<file path="config.mk">
export PLATFORM = sky130hd
export DESIGN_NAME = fifo_reorder_flat
export DESIGN_NICKNAME = d
export VERILOG_FILES = /design/src/rtl/fifo_reorder_pkg.sv /design/src/rtl/fifo_reorder_if.sv /design/src/rtl/fifo_reorder_mem.sv /design/src/rtl/fifo_reorder.sv /design/src/flat_wrapper.sv
export SDC_FILE = /design/constraint.sdc
export NUM_CORES = 1
export LEC_CHECK = 0
export BUFFER_PORTS_ARGS = -buffer_cell sky130_fd_sc_hd__buf_2
export CAP_MARGIN = 20
export CORE_ASPECT_RATIO = 1.25
export CORE_MARGIN = 2
export CORE_UTILIZATION = 50
export CTS_BUF_LIST = sky130_fd_sc_hd__clkbuf_4
export DETAILED_ROUTE_END_ITERATION = 10
export PLACE_DENSITY = 0.73
export SETUP_SLACK_MARGIN = 0.05
export SLEW_MARGIN = 20
export SYNTH_ARGS = -nofsm -noshare
export SYNTH_HDL_FRONTEND = slang
export SYNTH_SLANG_ARGS = --single-unit
</file>
<file path="constraint.sdc">
create_clock -name clk_i -period 1.9 [get_ports clk_i]
set_input_delay 0.57 -clock clk_i [delete_from_list [all_inputs] [get_ports clk_i]]
set_output_delay 0.57 -clock clk_i [all_outputs]
set_load 0.01 [all_outputs]
</file>
<file path="src/rtl/fifo_reorder_pkg.sv">
// fifo_reorder_pkg
//   Shared definitions for the reorder FIFO slice.
//   - MIN_ELS : smallest legal entry count
//   - is_pow2 : elaboration-time helper used to validate els_p
package fifo_reorder_pkg;

    localparam int unsigned MIN_ELS = 2;

    function automatic bit is_pow2(input int unsigned n);
        return (n != 0) && ((n & (n - 1)) == 0);
    endfunction

endpackage

</file>
<file path="src/rtl/fifo_reorder_if.sv">
// fifo_reorder_if
//   Bundles the allocate, write-back and dequeue handshakes of fifo_reorder.
//   slave  : the FIFO side (drives alloc id/valid, deq data/valid, empty)
//   master : the consumer / network side (drives the yumis and the write port)
interface fifo_reorder_if #(
    parameter int width_p = 32,
    parameter int els_p   = 4
);
    localparam int lg_els_lp = $clog2(els_p);

    logic [lg_els_lp-1:0] fifo_alloc_id_o;
    logic                 fifo_alloc_v_o;
    logic                 fifo_alloc_yumi_i;
    logic [lg_els_lp-1:0] write_id_i;
    logic [width_p-1:0]   write_data_i;
    logic                 write_v_i;
    logic [width_p-1:0]   fifo_deq_data_o;
    logic                 fifo_deq_v_o;
    logic                 fifo_deq_yumi_i;
    logic                 empty_o;

    modport slave (
        output fifo_alloc_id_o, fifo_alloc_v_o, fifo_deq_data_o, fifo_deq_v_o, empty_o,
        input  fifo_alloc_yumi_i, write_id_i, write_data_i, write_v_i, fifo_deq_yumi_i
    );

    modport master (
        input  fifo_alloc_id_o, fifo_alloc_v_o, fifo_deq_data_o, fifo_deq_v_o, empty_o,
        output fifo_alloc_yumi_i, write_id_i, write_data_i, write_v_i, fifo_deq_yumi_i
    );
endinterface

</file>
<file path="src/rtl/fifo_reorder_mem.sv">
// mem_1r1w_async
//   Register-file storage: one synchronous write port, one asynchronous read port.
//   Contents are not reset.
//   clk_i              : write clock
//   w_v_i/w_addr_i/w_data_i : write strobe, address, data
//   r_addr_i/r_data_o  : combinational read
module mem_1r1w_async
    import fifo_reorder_pkg::*;
#(
    parameter int width_p = 32,
    parameter int els_p   = 4
) (
    input  logic                       clk_i,
    input  logic                       w_v_i,
    input  logic [$clog2(els_p)-1:0]   w_addr_i,
    input  logic [width_p-1:0]         w_data_i,
    input  logic [$clog2(els_p)-1:0]   r_addr_i,
    output logic [width_p-1:0]         r_data_o
);
    logic [width_p-1:0] mem_q [els_p];

    always_ff @(posedge clk_i) begin
        if (w_v_i) begin
            mem_q[w_addr_i] <= w_data_i;
        end
    end

    assign r_data_o = mem_q[r_addr_i];

endmodule

</file>
<file path="src/rtl/fifo_reorder.sv">
// fifo_reorder
//   Hands out sequential transaction IDs, accepts completions by ID in any
//   order, and returns completion data strictly in allocation order.
//   clk_i     : rising-edge clock
//   reset_n_i : asynchronous active-low reset (pointers and written flags)
//   bus       : fifo_reorder_if.slave (alloc / write / dequeue handshakes)
//   All outputs come from registered state; there is no input-to-output path.
module fifo_reorder
    import fifo_reorder_pkg::*;
#(
    parameter int width_p = 32,
    parameter int els_p   = 4
) (
    input  logic           clk_i,
    input  logic           reset_n_i,
    fifo_reorder_if.slave  bus
);
    localparam int lg_els_lp = $clog2(els_p);
    localparam int ptr_w_lp  = lg_els_lp + 1;

    if (els_p < int'(MIN_ELS) || !is_pow2(els_p)) begin : g_bad_els
        $error("fifo_reorder: els_p must be a power of two >= 2");
    end

    // Pointers carry one extra wrap bit so full and empty are distinguishable.
    logic [ptr_w_lp-1:0]  wptr_q, wptr_d;
    logic [ptr_w_lp-1:0]  rptr_q, rptr_d;
    logic [els_p-1:0]     valid_q, valid_d;

    logic [lg_els_lp-1:0] rd_idx;
    logic                 full;
    logic                 alloc_fire;
    logic                 deq_fire;

    assign rd_idx = rptr_q[lg_els_lp-1:0];
    assign full   = (wptr_q[lg_els_lp-1:0] == rptr_q[lg_els_lp-1:0])
                 && (wptr_q[lg_els_lp] != rptr_q[lg_els_lp]);

    // Each yumi is gated by its own valid so an illegal strobe cannot
    // advance a pointer past the live window.
    assign alloc_fire = bus.fifo_alloc_yumi_i & ~full;
    assign deq_fire   = bus.fifo_deq_yumi_i & valid_q[rd_idx];

    always_comb begin
        wptr_d  = wptr_q;
        rptr_d  = rptr_q;
        valid_d = valid_q;
        if (alloc_fire) begin
            wptr_d = wptr_q + ptr_w_lp'(1);
        end
        if (deq_fire) begin
            rptr_d          = rptr_q + ptr_w_lp'(1);
            valid_d[rd_idx] = 1'b0;
        end
        // A legal write never targets the head being popped, so set and
        // clear always land on different bits.
        if (bus.write_v_i) begin
            valid_d[bus.write_id_i] = 1'b1;
        end
    end

    always_ff @(posedge clk_i or negedge reset_n_i) begin
        if (!reset_n_i) begin
            wptr_q  <= '0;
            rptr_q  <= '0;
            valid_q <= '0;
        end else begin
            wptr_q  <= wptr_d;
            rptr_q  <= rptr_d;
            valid_q <= valid_d;
        end
    end

    mem_1r1w_async #(
        .width_p (width_p),
        .els_p   (els_p)
    ) u_mem (
        .clk_i    (clk_i),
        .w_v_i    (bus.write_v_i),
        .w_addr_i (bus.write_id_i),
        .w_data_i (bus.write_data_i),
        .r_addr_i (rd_idx),
        .r_data_o (bus.fifo_deq_data_o)
    );

    assign bus.fifo_alloc_id_o = wptr_q[lg_els_lp-1:0];
    assign bus.fifo_alloc_v_o  = ~full;
    assign bus.fifo_deq_v_o    = valid_q[rd_idx];
    assign bus.empty_o         = (wptr_q == rptr_q);

endmodule

</file>
<file path="src/flat_wrapper.sv">
// flat-port wrapper written by rule: the top's interface ports become plain ports
module fifo_reorder_flat import fifo_reorder_pkg::*;
#(
    parameter int width_p = 32,
    parameter int els_p   = 4
)
  (clk_i, reset_n_i, bus_fifo_alloc_id_o, bus_fifo_alloc_v_o, bus_fifo_deq_data_o, bus_fifo_deq_v_o, bus_empty_o, bus_fifo_alloc_yumi_i, bus_write_id_i, bus_write_data_i, bus_write_v_i, bus_fifo_deq_yumi_i);
  fifo_reorder_if #(.width_p(width_p), .els_p(els_p)) bus_i ();
  input  logic clk_i;
  input  logic reset_n_i;
  output wire logic [$bits(bus_i.fifo_alloc_id_o)-1:0] bus_fifo_alloc_id_o;
  output wire logic [$bits(bus_i.fifo_alloc_v_o)-1:0] bus_fifo_alloc_v_o;
  output wire logic [$bits(bus_i.fifo_deq_data_o)-1:0] bus_fifo_deq_data_o;
  output wire logic [$bits(bus_i.fifo_deq_v_o)-1:0] bus_fifo_deq_v_o;
  output wire logic [$bits(bus_i.empty_o)-1:0] bus_empty_o;
  input wire logic [$bits(bus_i.fifo_alloc_yumi_i)-1:0] bus_fifo_alloc_yumi_i;
  input wire logic [$bits(bus_i.write_id_i)-1:0] bus_write_id_i;
  input wire logic [$bits(bus_i.write_data_i)-1:0] bus_write_data_i;
  input wire logic [$bits(bus_i.write_v_i)-1:0] bus_write_v_i;
  input wire logic [$bits(bus_i.fifo_deq_yumi_i)-1:0] bus_fifo_deq_yumi_i;
  assign bus_fifo_alloc_id_o = bus_i.fifo_alloc_id_o;
  assign bus_fifo_alloc_v_o = bus_i.fifo_alloc_v_o;
  assign bus_fifo_deq_data_o = bus_i.fifo_deq_data_o;
  assign bus_fifo_deq_v_o = bus_i.fifo_deq_v_o;
  assign bus_empty_o = bus_i.empty_o;
  assign bus_i.fifo_alloc_yumi_i = bus_fifo_alloc_yumi_i;
  assign bus_i.write_id_i = bus_write_id_i;
  assign bus_i.write_data_i = bus_write_data_i;
  assign bus_i.write_v_i = bus_write_v_i;
  assign bus_i.fifo_deq_yumi_i = bus_fifo_deq_yumi_i;
  fifo_reorder #(.width_p(width_p), .els_p(els_p)) u_core (.clk_i(clk_i), .reset_n_i(reset_n_i), .bus(bus_i));
endmodule
</file>
==> flow_summary.yaml <==
die:
  die_w_um: 96.0
  start_util_pct: 50.6
  die_h_um: 119
  io_pins: 76
  dieArea_sq_mm: 0.0114
  rows: 42
  coreArea_sq_mm: 0.0105
drt:
  drtIter0Drc: 79
  wl_per_cell_um: 18.6
  drt_first_pass_iters: 4
  finalWirelength_um: 8800
  via_count: 2546
  drc: 0
  via_per_inst: 5.37
  ant_nets: 0
clock_tree:
  htreeDepth: 4
  ctsLongestPathBuffers: 2
  cts_tree: "yes"
  clkTransAtPathRegs_ns: 0.12
  clock_latency_ns: 0.49
  clockRootBuffer: "clkbuf_4"
  cts_sinks: 138
  numCtsBuffers: 17
power:
  p_total_mw: 8.79
  pwr_density_cell_mw_per_mm2: 1370
  p_leak_nw: 2.28
  irDropWorstVdd_uv: 705
worst_hold_path:
  hold_class: "primary input to flip-flop"
  worstHoldStart: "bus_write_data_i[4]"
  holdPathEnd: "u_core.u_mem.mem_q[0][4]$_DFFE_PP_"
  whs_path_depth: 1
cells_and_area:
  drive_above_1_share_pct: 49.0
  multiInputGateArea_sq_mm: 0.00111
  ff_latch_area_sq_mm: 0.00410
  instances_no_fill: 474
  syn_to_final_growth_pct: 21.3
  fin_nets: 372
  fillers: 746
timing:
  relSlewSlack_pct: 79.6
  worst_slew_pin_slew_ns: 0.306
  drv_slew: 0
  timing.hold.ws_ns: 0.284
  rsz0062_at_grt: "yes"
  fin_skew_ns: 0.00787
  post-route-min-period_ns: 2.39
  fin_crit_sh_pct: 126
  finalSetupViolCount: 35
  fmax_ghz: 0.418
  hold_viol_final: 0
  setup_tns_ns: -16.39
  worst_slack_ns: -0.491
synth:
  synth_top_area_share_pct: 72.7
  synth_cell_types: 32
  avgSynthCellArea_sq_um: 23.5
  syn_area_sq_mm: 0.00529
  synth_ff_type: "edfxtp_1"
  yosys-top-cells-area: "edfxtp_1 (73%), mux4_2 (14%), dfrtp_1 (4.7%), ha_1 (1.2%), buf_6 (1.1%)"
  yosysWarningCount: 0
  synth_common_cells: "edfxtp_1 (128), mux4_2 (32), dfrtp_1 (10)"
  seq_area_frac_synth_pct: 77.4
  synth-async-reset-ratio_pct: 7.25
  yosysMostFrequentCell: "edfxtp_1"
  synth_top_area_cell: "edfxtp_1"
  synth-seq-cells: 138
  syn-num-nets: 269
  synth_edf_count: 128
  syn_inst: 225
global_routing:
  antenna_found_initial: 2
  overflow: 0
  grt_pass1_vias: 2765
  grt_max_degree: 23
  track_usage_pct: 17.0
  grt_pass1_wl_um: 14000
run:
  cap_violations: 0
worst_setup_path:
  cp-end-kind: "output port"
  rrSetupSlack_ns: 0.29
  cp.arrival_ns: 1.82
  worst_r2r_endpoint: "u_core.rptr_q[1]$_DFFE_PN0N_"
  r2r-start: "u_core.rptr_q[1]$_DFFE_PN0N_"
  crit_path_start_kind: "flip-flop"
  worstPathRequired_ns: 1.33
  r2r_cells: 4
  critical_path_class: "flip-flop to output port"
  crit_fanout: 12
placed_design:
  gp_congestion: 0.678
  place_ws_ns: -0.00870
  dpl.cell_count: 438
  dp_hpwl_um: 5810
  port_buffers: 75
outcome:
  violations: "setup timing"
  status: "finished with violations"
## flip-flops by register name, indices dropped and copies added, names as in the netlist
| signal | cells |
|---|---|
| u_core.valid_q | 4 |
| u_core.u_mem.mem_q | 128 |
| u_core.rptr_q | 3 |
| u_core.wptr_q | 3 |
## worst max path at each step
| stage | endpoint | cells past startpoint | start | slack, ns |
|---|---|---|---|---|
| 6_report | bus_fifo_deq_data_o[31] | 3 | u_core.rptr_q[0]$_DFFE_PN0N_ | -0.49 |
| 5_1_grt | bus_fifo_deq_data_o[17] | 3 | u_core.rptr_q[0]$_DFFE_PN0N_ | -0.62 |
| 4_1_cts | bus_fifo_deq_data_o[31] | 3 | u_core.rptr_q[0]$_DFFE_PN0N_ | -0.57 |
| 3_5_place_dp | bus_fifo_deq_data_o[31] | 3 | u_core.rptr_q[0]$_DFFE_PN0N_ | -0.009 |
| 3_3_place_gp | bus_fifo_deq_data_o[25] | 3 | u_core.rptr_q[0]$_DFFE_PN0N_ | 0.001 |
| 2_1_floorplan | u_core.u_mem.mem_q[0][0]$_DFFE_PP_ | 1 | bus_write_id_i[0] | 0.004 |
## power breakdown
part / leakage, nW / total, mW / internal, mW / switching [mW]
sequential: 1.29 / 3.76 / 3.58 / 0.179
clock: 0.155 / 1.85 / 0.890 / 0.963
combinational: 0.836 / 3.18 / 1.82 / 1.36
total: 2.28 / 8.79 / 6.29 / 2.50
## layer usage
metal	global-route usage (%)	vias up	share of wire (%)
met2	29.6	59	56
li1	-	1154	-
met4	5.89	2	1.3
met5	0	-	0.15
met1	19.1	1320	39
met3	5.57	11	4.0
## kinds of logic (layout without fill, tap and decap cells)
family	Yosys count	count (layout)	share of synthesized area [%]
AOI/OAI and AO/OA	10	10	1.56
DFF	138	138	77.4
muxes	37	37	14.9
and+or+nand+nor	17	17	1.89
other	0	1	0
buffers and inverters	13	129	1.85
adders and majority gates	5	5	1.18
xor gates and xnor gates	5	5	1.18
## layout by cell type (no fill, tap or decap), types with 2 or more instances in the layout
cell,count
inv_1,3
or3_1,2
dfrtp_2,2
buf_4,12
bufinv_16,3
dfrtp_1,8
buf_2,51
and3b_2,2
mux2i_1,2
mux2_2,2
nor2_1,4
clkinv_2,5
nor2b_1,3
buf_12,6
edfxtp_1,128
xnor2_1,3
clkbuf_4,17
buf_6,24
mux4_2,33
clkinv_1,4
ha_1,5
a21oi_1,2
## layout make-up
type                            count  area share (%)
Antenna cell                        1          0.0390
Clock buffer                       17            1.99
Clock inverter                     15            2.42
Inverter                            3           0.175
Multi-Input combinational cell     74            17.4
Sequential cell                   138            63.8
Tap cell                          132            2.57
Timing Repair Buffer               94            11.6
## per-stage QoR
step / area, sq um / util, %
6_report: 6420 / 61.4
3_3_place_gp: 5960 / 57.0
5_1_grt: 6420 / 61.4
3_5_place_dp: 5960 / 57.0
2_1_floorplan: 5330 / -
4_1_cts: 6320 / 60.4
## worst max-delay path, stage by stage, from the launching register on
cell	delay, ns
dfrtp_2	0.47
buf_12	0.18
mux4_2	0.54
buf_6	0.14
## timing repair
action	CTS	global route
hold endpoints to repair	10	0
setup endpoints to repair	35	35
gates resized for setup	11	15
pin swaps	0	0
setup buffers	2	0
hold buffers	1	0
No activity file was read; power rests on OpenSTA's default activity.
